`config.mk`:
```
export PLATFORM = sky130hd
export DESIGN_NAME = rf_wb_arbiter
export DESIGN_NICKNAME = d
export VERILOG_FILES = /design/src/rtl/rf_wb_arbiter.sv
export SDC_FILE = /design/constraint.sdc
export NUM_CORES = 1
export LEC_CHECK = 0
export CORE_MARGIN = 4
export CORE_UTILIZATION = 41
export CTS_CLUSTER_DIAMETER = 120
export DETAILED_ROUTE_END_ITERATION = 10
export PLACE_DENSITY = 0.74
export SLEW_MARGIN = 20
export SYNTH_ARGS = -nofsm -noshare
export SYNTH_HDL_FRONTEND = slang
export SYNTH_SLANG_ARGS = --single-unit
```
`constraint.sdc`:
```
create_clock -name clk -period 2.35 [get_ports clk]
set_input_delay 0.3525 -clock clk [delete_from_list [all_inputs] [get_ports clk]]
set_output_delay 0.3525 -clock clk [all_outputs]
set_load 0.02 [all_outputs]
```
`src/rtl/rf_wb_arbiter.sv`:
```
// rtl/rf_wb_arbiter.sv - register file write-port arbiter with pending-write scoreboard
module rf_wb_arbiter #(
  parameter int XLEN  = 32,
  parameter int CNT_W = 16
) (
  input  logic             clk,
  input  logic             reset,
  input  logic             wb0_valid,
  input  logic [4:0]       wb0_addr,
  input  logic [XLEN-1:0]  wb0_data,
  output logic             wb0_ready,
  input  logic             wb1_valid,
  input  logic [4:0]       wb1_addr,
  input  logic [XLEN-1:0]  wb1_data,
  output logic             wb1_ready,
  input  logic             claim_valid,
  input  logic [4:0]       claim_addr,
  input  logic [4:0]       ra1,
  input  logic [4:0]       ra2,
  output logic             hazard1,
  output logic             hazard2,
  output logic             rf_we,
  output logic [4:0]       rf_a3,
  output logic [XLEN-1:0]  rf_wd3,
  output logic [CNT_W-1:0] contention_cnt
);

  // One bit per architectural register; bit 0 is never set.
  logic [31:0]     pending;
  // 1 means port 1 won the most recent contested cycle.
  logic            last_grant;
  logic            grant0;
  logic            grant1;
  logic            contest;
  logic [4:0]      g_addr;
  logic [XLEN-1:0] g_data;

  // Grant selection: uncontested requests win outright, contests alternate.
  always_comb begin
    contest = wb0_valid & wb1_valid;
    grant0  = wb0_valid & (~wb1_valid | last_grant);
    grant1  = wb1_valid & (~wb0_valid | ~last_grant);
    g_addr  = grant1 ? wb1_addr : wb0_addr;
    g_data  = grant1 ? wb1_data : wb0_data;
  end

  assign wb0_ready = grant0;
  assign wb1_ready = grant1;
  assign hazard1   = pending[ra1];
  assign hazard2   = pending[ra2];

  // Write-port register: one-cycle write pulse per accepted non-x0 transfer.
  always_ff @(posedge clk) begin
    if (reset) begin
      rf_we  <= 1'b0;
      rf_a3  <= 5'd0;
      rf_wd3 <= '0;
    end else if ((grant0 | grant1) && (g_addr != 5'd0)) begin
      rf_we  <= 1'b1;
      rf_a3  <= g_addr;
      rf_wd3 <= g_data;
    end else begin
      rf_we  <= 1'b0;
    end
  end

  // Round-robin history: only contested cycles move it.
  always_ff @(posedge clk) begin
    if (reset) begin
      last_grant <= 1'b1;
    end else if (contest) begin
      last_grant <= grant1;
    end
  end

  // Saturating count of cycles where both writers competed.
  always_ff @(posedge clk) begin
    if (reset) begin
      contention_cnt <= '0;
    end else if (contest && (contention_cnt != {CNT_W{1'b1}})) begin
      contention_cnt <= contention_cnt + CNT_W'(1);
    end
  end

  // Scoreboard: a new claim beats a simultaneous retiring write to the same register.
  always_ff @(posedge clk) begin
    if (reset) begin
      pending <= '0;
    end else begin
      pending[0] <= 1'b0;
      for (int r = 1; r < 32; r++) begin
        if (claim_valid && (claim_addr == 5'(r))) begin
          pending[r] <= 1'b1;
        end else if ((grant0 | grant1) && (g_addr == 5'(r))) begin
          pending[r] <= 1'b0;
        end
      end
    end
  end

endmodule

```
# Word-level counts from Yosys, hierarchy flattened
# Index checks and enable logic that the tools add are counted.
[classes]
bitwise_logic = 9
n_reduce_logical = 96
eq_ne = 63
add_sub_neg = 1
magnitude_cmp = 2
muxes = 69
[ops]
columns = ["op", "count"]
rows = [
  ["$eq A5 B5 Y1 const B", 32],
  ["$eq A5 B4 Y1 const B", 16],
  ["$mux W1", 65],
  ["$logic_and A1 B1 Y1", 64],
  ["$reduce_bool A2 Y1", 31],
  ["$eq A5 B3 Y1 const B", 8],
  ["$mux W32", 1],
  ["$eq A5 B2 Y1 const B", 4],
  ["$add A16 B1 Y16 const B", 1],
  ["$ne A16 B16 Y1 const B", 1],
  ["$lt A5 B6 Y1 const B", 2],
  ["$bmux W1 S5", 2],
  ["$eq A5 B1 Y1 const B", 2],
  ["$mux W5", 1],
  ["$reduce_bool A5 Y1", 1],
  ["$and A1 B1 Y1", 3],
  ["$not A1 Y1", 3],
  ["$or A1 B1 Y1", 3],
]
[word_totals]
out_inout_bits = 58
reg_bits = 87
input_bits = 94
elab_cells = 277

# Depth between registers and ports, before layout
[logic_depth]
word_depth = 8
depth_mapped = 7
mapped_depth_nobuf = 5

# Worst setup path after synthesis
# OpenSTA, ideal clock, no wires.
[synth_timing]
path_type = "input -> output"
start = "input port ra1[0]"
end = "output port hazard1"
t_arrival_ns = 1.638
required_ns = 1.997
path_buffers = 1
path_slack_ns = 0.360
path_stages = 5
cell_sequence = "clkbuf_1 mux4_2 nand2b_1 o211ai_1 nand4_1"
[synth_via]
elab_chain_len = 2
[synth_lines]
columns = ["item", "line", "rtl"]
rows = [
  ["start: declaration", "18", "input logic [4:0] ra1,"],
  ["$bmux W1 S5", "49", "assign hazard1 = pending[ra1];"],
  ["$mux W1 (not written as such)", "49", ""],
  ["end: declaration", "20", "output logic hazard1,"],
]
# No other way between the ends. The select of a mux whose other input is x is not followed.

# Worst setup path after layout
[layout_timing]
start = "input port wb1_valid"
end = "output port wb1_ready"
[layout_via]
elab_chain_len = 1
[layout_lines]
columns = ["item", "line", "rtl"]
rows = [
  ["start: declaration", "12", "input logic wb1_valid,"],
  ["$and A1 B1 Y1", "42", "grant1 = wb1_valid & (~wb0_valid | ~last_grant);"],
  ["end: declaration", "15", "output logic wb1_ready,"],
]
# No other way between the ends.

==> summary.md <==
| Metric | Value |
|---|---|
| Status | finished, final reports clean |
| Worst setup startpoint | wb1_valid |
| Critical R2R Capture | contention_cnt[13] |
| Post-synth cell types | 43 |
| Die Wd | 118.7 um |
| Top cell type's share of synthesized area | 34.27% |
| Overall Power | 4.023 mW |
| Ys async rst share | 0% |
| Max Cap Viol | 0 |
| Crit-path cells | clkdlybuf4s50_1 > a21boi_4 > clkdlybuf4s50_1 |
| Largest net degree at the start of global routing | 60 |
| Starting Density | 41.82% |
| Crit path largest cell delay | 0.67 ns |
| WP data arrival | 1.88 ns |
| Most frequent cell after synthesis | dfxtp_1 |
| Compound-cell area share of the yosys netlist | 20.95% |
| Sink Count | 86 |
| Slowest CP cell | clkdlybuf4s50_1 |
| Required time of the worst setup path | 2.00 ns |
| R2r setup slk | 0.39 ns |
| Switching pwr | 1.140 mW |
| Gr ovfl total | 0 |
| Simple-gate share of the synthesized area | 22.04% |
| Net Sw Frac | 28.33% |
| Synth Flop Type | dfxtp_1 |
| Mapped cell area | 5024 um^2 |
| DR vias/cell | 5.861 |
| DRT antenna net count | 0 |
| Vias in the first global route | 5,148 |
| # placed instances | 849 |
| Clock power frac | 35.8% |
| Synthesis Warnings | 0 |
| Hold Crit Class | register to register |
| First-pass GRT wire length | 25,390 um |
| Syn Area/Cell | 8.955 um^2 |
| Drt first-iter violations | 263 |
| Final non-filler cell total | 866 |
| Xor and xnor fraction of the mapped netlist area | 0.3487% |
| Sequential area share after synthesis | 34.27% |
| Crit-path most repeated cell | clkdlybuf4s50_1 |
| Area leader, netlist | dfxtp_1 |
| Share of cells above drive strength 1 | 14.60% |
| Largest cells by area after synthesis | dfxtp_1, mux2i_1, a211oi_2 |
| Peak Freq | 447.1 MHz |
| Full die area | 14,090 um^2 |
| Total GRT Usage | 21.73% |
| Post-synthesis adder-cell area fraction | 0.2491% |
| Design internal power | 2.883 mW |
| Worst Path Max Fanout | 9 |
| DRC viols | 0 |
| Routability Congestion | 0.8841 |
| Crit path capture | wb1_ready |
| Synthesized Nets | 656 |
| Drt wl/cell | 17.87 um |
| Max-slew headroom | 56.09% |
| Syn-to-layout area delta | 41.97% |
| I/O pins | 152 |
| Met1 Use GR | 27.75% |
| Row count | 40 |
| Largest family of logic cells by synthesized area | simple AND/OR/NAND/NOR gates |
| DP HPWL | 11,720 um |
| Die H | 118.7 um |
| Lkg Pwr | 2.475 nW |
| Max clock buf depth | 2 |
| Total CTS buffers | 9 |
| Syn Inst Count | 561 |
| TNS Setup | 0 ns |
| Startpoint Class | input port |
| Root buf cell | clkbuf_16 |
| Port Buf Inserts | 151 |
| Ant diodes | 0 |
| Setup WS post-layout | 0.1134 ns |
| Final hold viol count | 0 |
| Place WS | -0.4236 ns |
| Tmin final | 2.237 ns |
| Initial antenna violation count | 0 |
| Hold Path Depth | 2 |
| Seq pwr share | 39.4% |
| DRT Pass-1 Iters | 5 |
| Worst vdd ir | 428.1 uV |
| PD cells | 564.1 nW/um^2 |
| Clk slew on worst S/H paths | 0.06 ns |
| Final Setup Violations | 0 |
| Grt met3 use | 4.785% |
| Clock Skews | 0.004486 ns |
| Tightest Pin Transition | 0.6586 ns |
| Worst skew pair latency | 0.33 ns |
| Synth top cells by count | dfxtp_1, mux2i_1, a21oi_1, nor3_1, o21ai_0 |
| CTS tree | yes |
| M2 GR Usage | 36.59% |
| Layout net count | 809 |
| Final Cycle Share | 95.18% |
| Most Crowded Layer GR | met2 |
| CORE AREA | 12,010 um^2 |
| Overall routed net length | 15,480 um |
| Via count | 5,076 |
| FILL cells | 1,046 |
| H-Tree Depth | 3 |
| Crit. End Element | output port |
| Fin. max-slew vios | 0 |
| Post-synthesis mux area share | 17.21% |
| EDFF count, synth | 0 |
| Comb pwr share | 24.7% |
| Unrepaired setup endpoints after global routing | no |
| Critical path type | input port to output port |
| Critical R2R Launch | contention_cnt[2] |
| R2R depth | 4 |
| #FFs+latches synth | 86 |
## through the flow
step	hold WS, ns	utilization (%)	area [um^2]
2_1_floorplan	0.4567	-	5024
3_3_place_gp	0.4866	56.92	6837
3_5_place_dp	0.4817	56.92	6837
4_1_cts	0.4950	59.36	7131
5_1_grt	0.5224	59.38	7132
6_report	0.4982	59.38	7132
## critical path: cells and delay by family
kind	cells	cell delay [ns]
AOI/OAI and AO/OA	1	0.35
buffers and inverters	2	1.17
## power groups by stage
stage               registers [mW]  clock network (mW)  logic (mW)
global placement              1.61                   0       0.979
detailed placement            1.62                   0       0.996
finish                        1.59                1.44       0.995
CTS                           1.59                1.46       0.996
floorplan                     1.70                   0       0.442
global route                  1.60                1.52        1.06
## metal layers
| metal | wire [um] | part of all wire, % |
|---|---|---|
| met5 | 0 | 0 |
| met4 | 287 | 1.9 |
| met3 | 947 | 6.1 |
| met2 | 7617 | 49 |
| met1 | 6623 | 43 |
## worst min-delay path by stage
stage / from / to / slack, ns
after floorplan: pending[16] / pending[16] / 0.46
after global placement: pending[7] / pending[7] / 0.49
after detailed placement: pending[7] / pending[7] / 0.48
after CTS: pending[7] / pending[7] / 0.49
after global routing: pending[31] / pending[31] / 0.52
final: pending[7] / pending[7] / 0.50
## registers in the layout (all words and copies together), names as in the netlist
name / count
rf_a3: 5
contention_cnt: 16
pending: 31
rf_we: 1
rf_wd3: 32
last_grant: 1
## cell families after synthesis
family / count (synthesis)
AO/OA/AOI/OAI: 148
XOR/XNOR: 2
adder cells (fa/ha/maj): 1
buffers and inverters: 55
flip-flops: 86
multiplexers: 78
AND/OR/NAND/NOR: 191
## area by class of cell
| class | instances | area (um^2) | share of cell area [%] |
|---|---|---|---|
| multi-input combinational | 420 | 3065 | 42.98 |
| clock buffer | 10 | 239.0 | 3.351 |
| sequential | 86 | 1722 | 24.14 |
| inverter | 5 | 18.77 | 0.2632 |
| clock inverter | 6 | 61.31 | 0.8596 |
| tap | 147 | 183.9 | 2.579 |
| timing repair buffer | 192 | 1842 | 25.82 |
## placed cells by master (no fill, tap or decap), types with 12 or more instances in the layout
master and count:
a21oi_1 50, mux2i_1 65, clkdlybuf4s50_1 145, o21ai_0 38, dfxtp_1 86, buf_4 38, nand3_1 17, a211oi_2 30
nor4bb_1 12, nor3_1 39, nand2_1 35, nor2b_1 12, nand4_1 13
## timing repair
action	4_1_cts	5_1_grt
gates resized for setup	5	5
hold endpoints to repair	0	0
hold buffers	0	0
buffers inserted	0	0
setup endpoints to repair	2	2
Note: power is estimated with default switching activity, not from simulation.
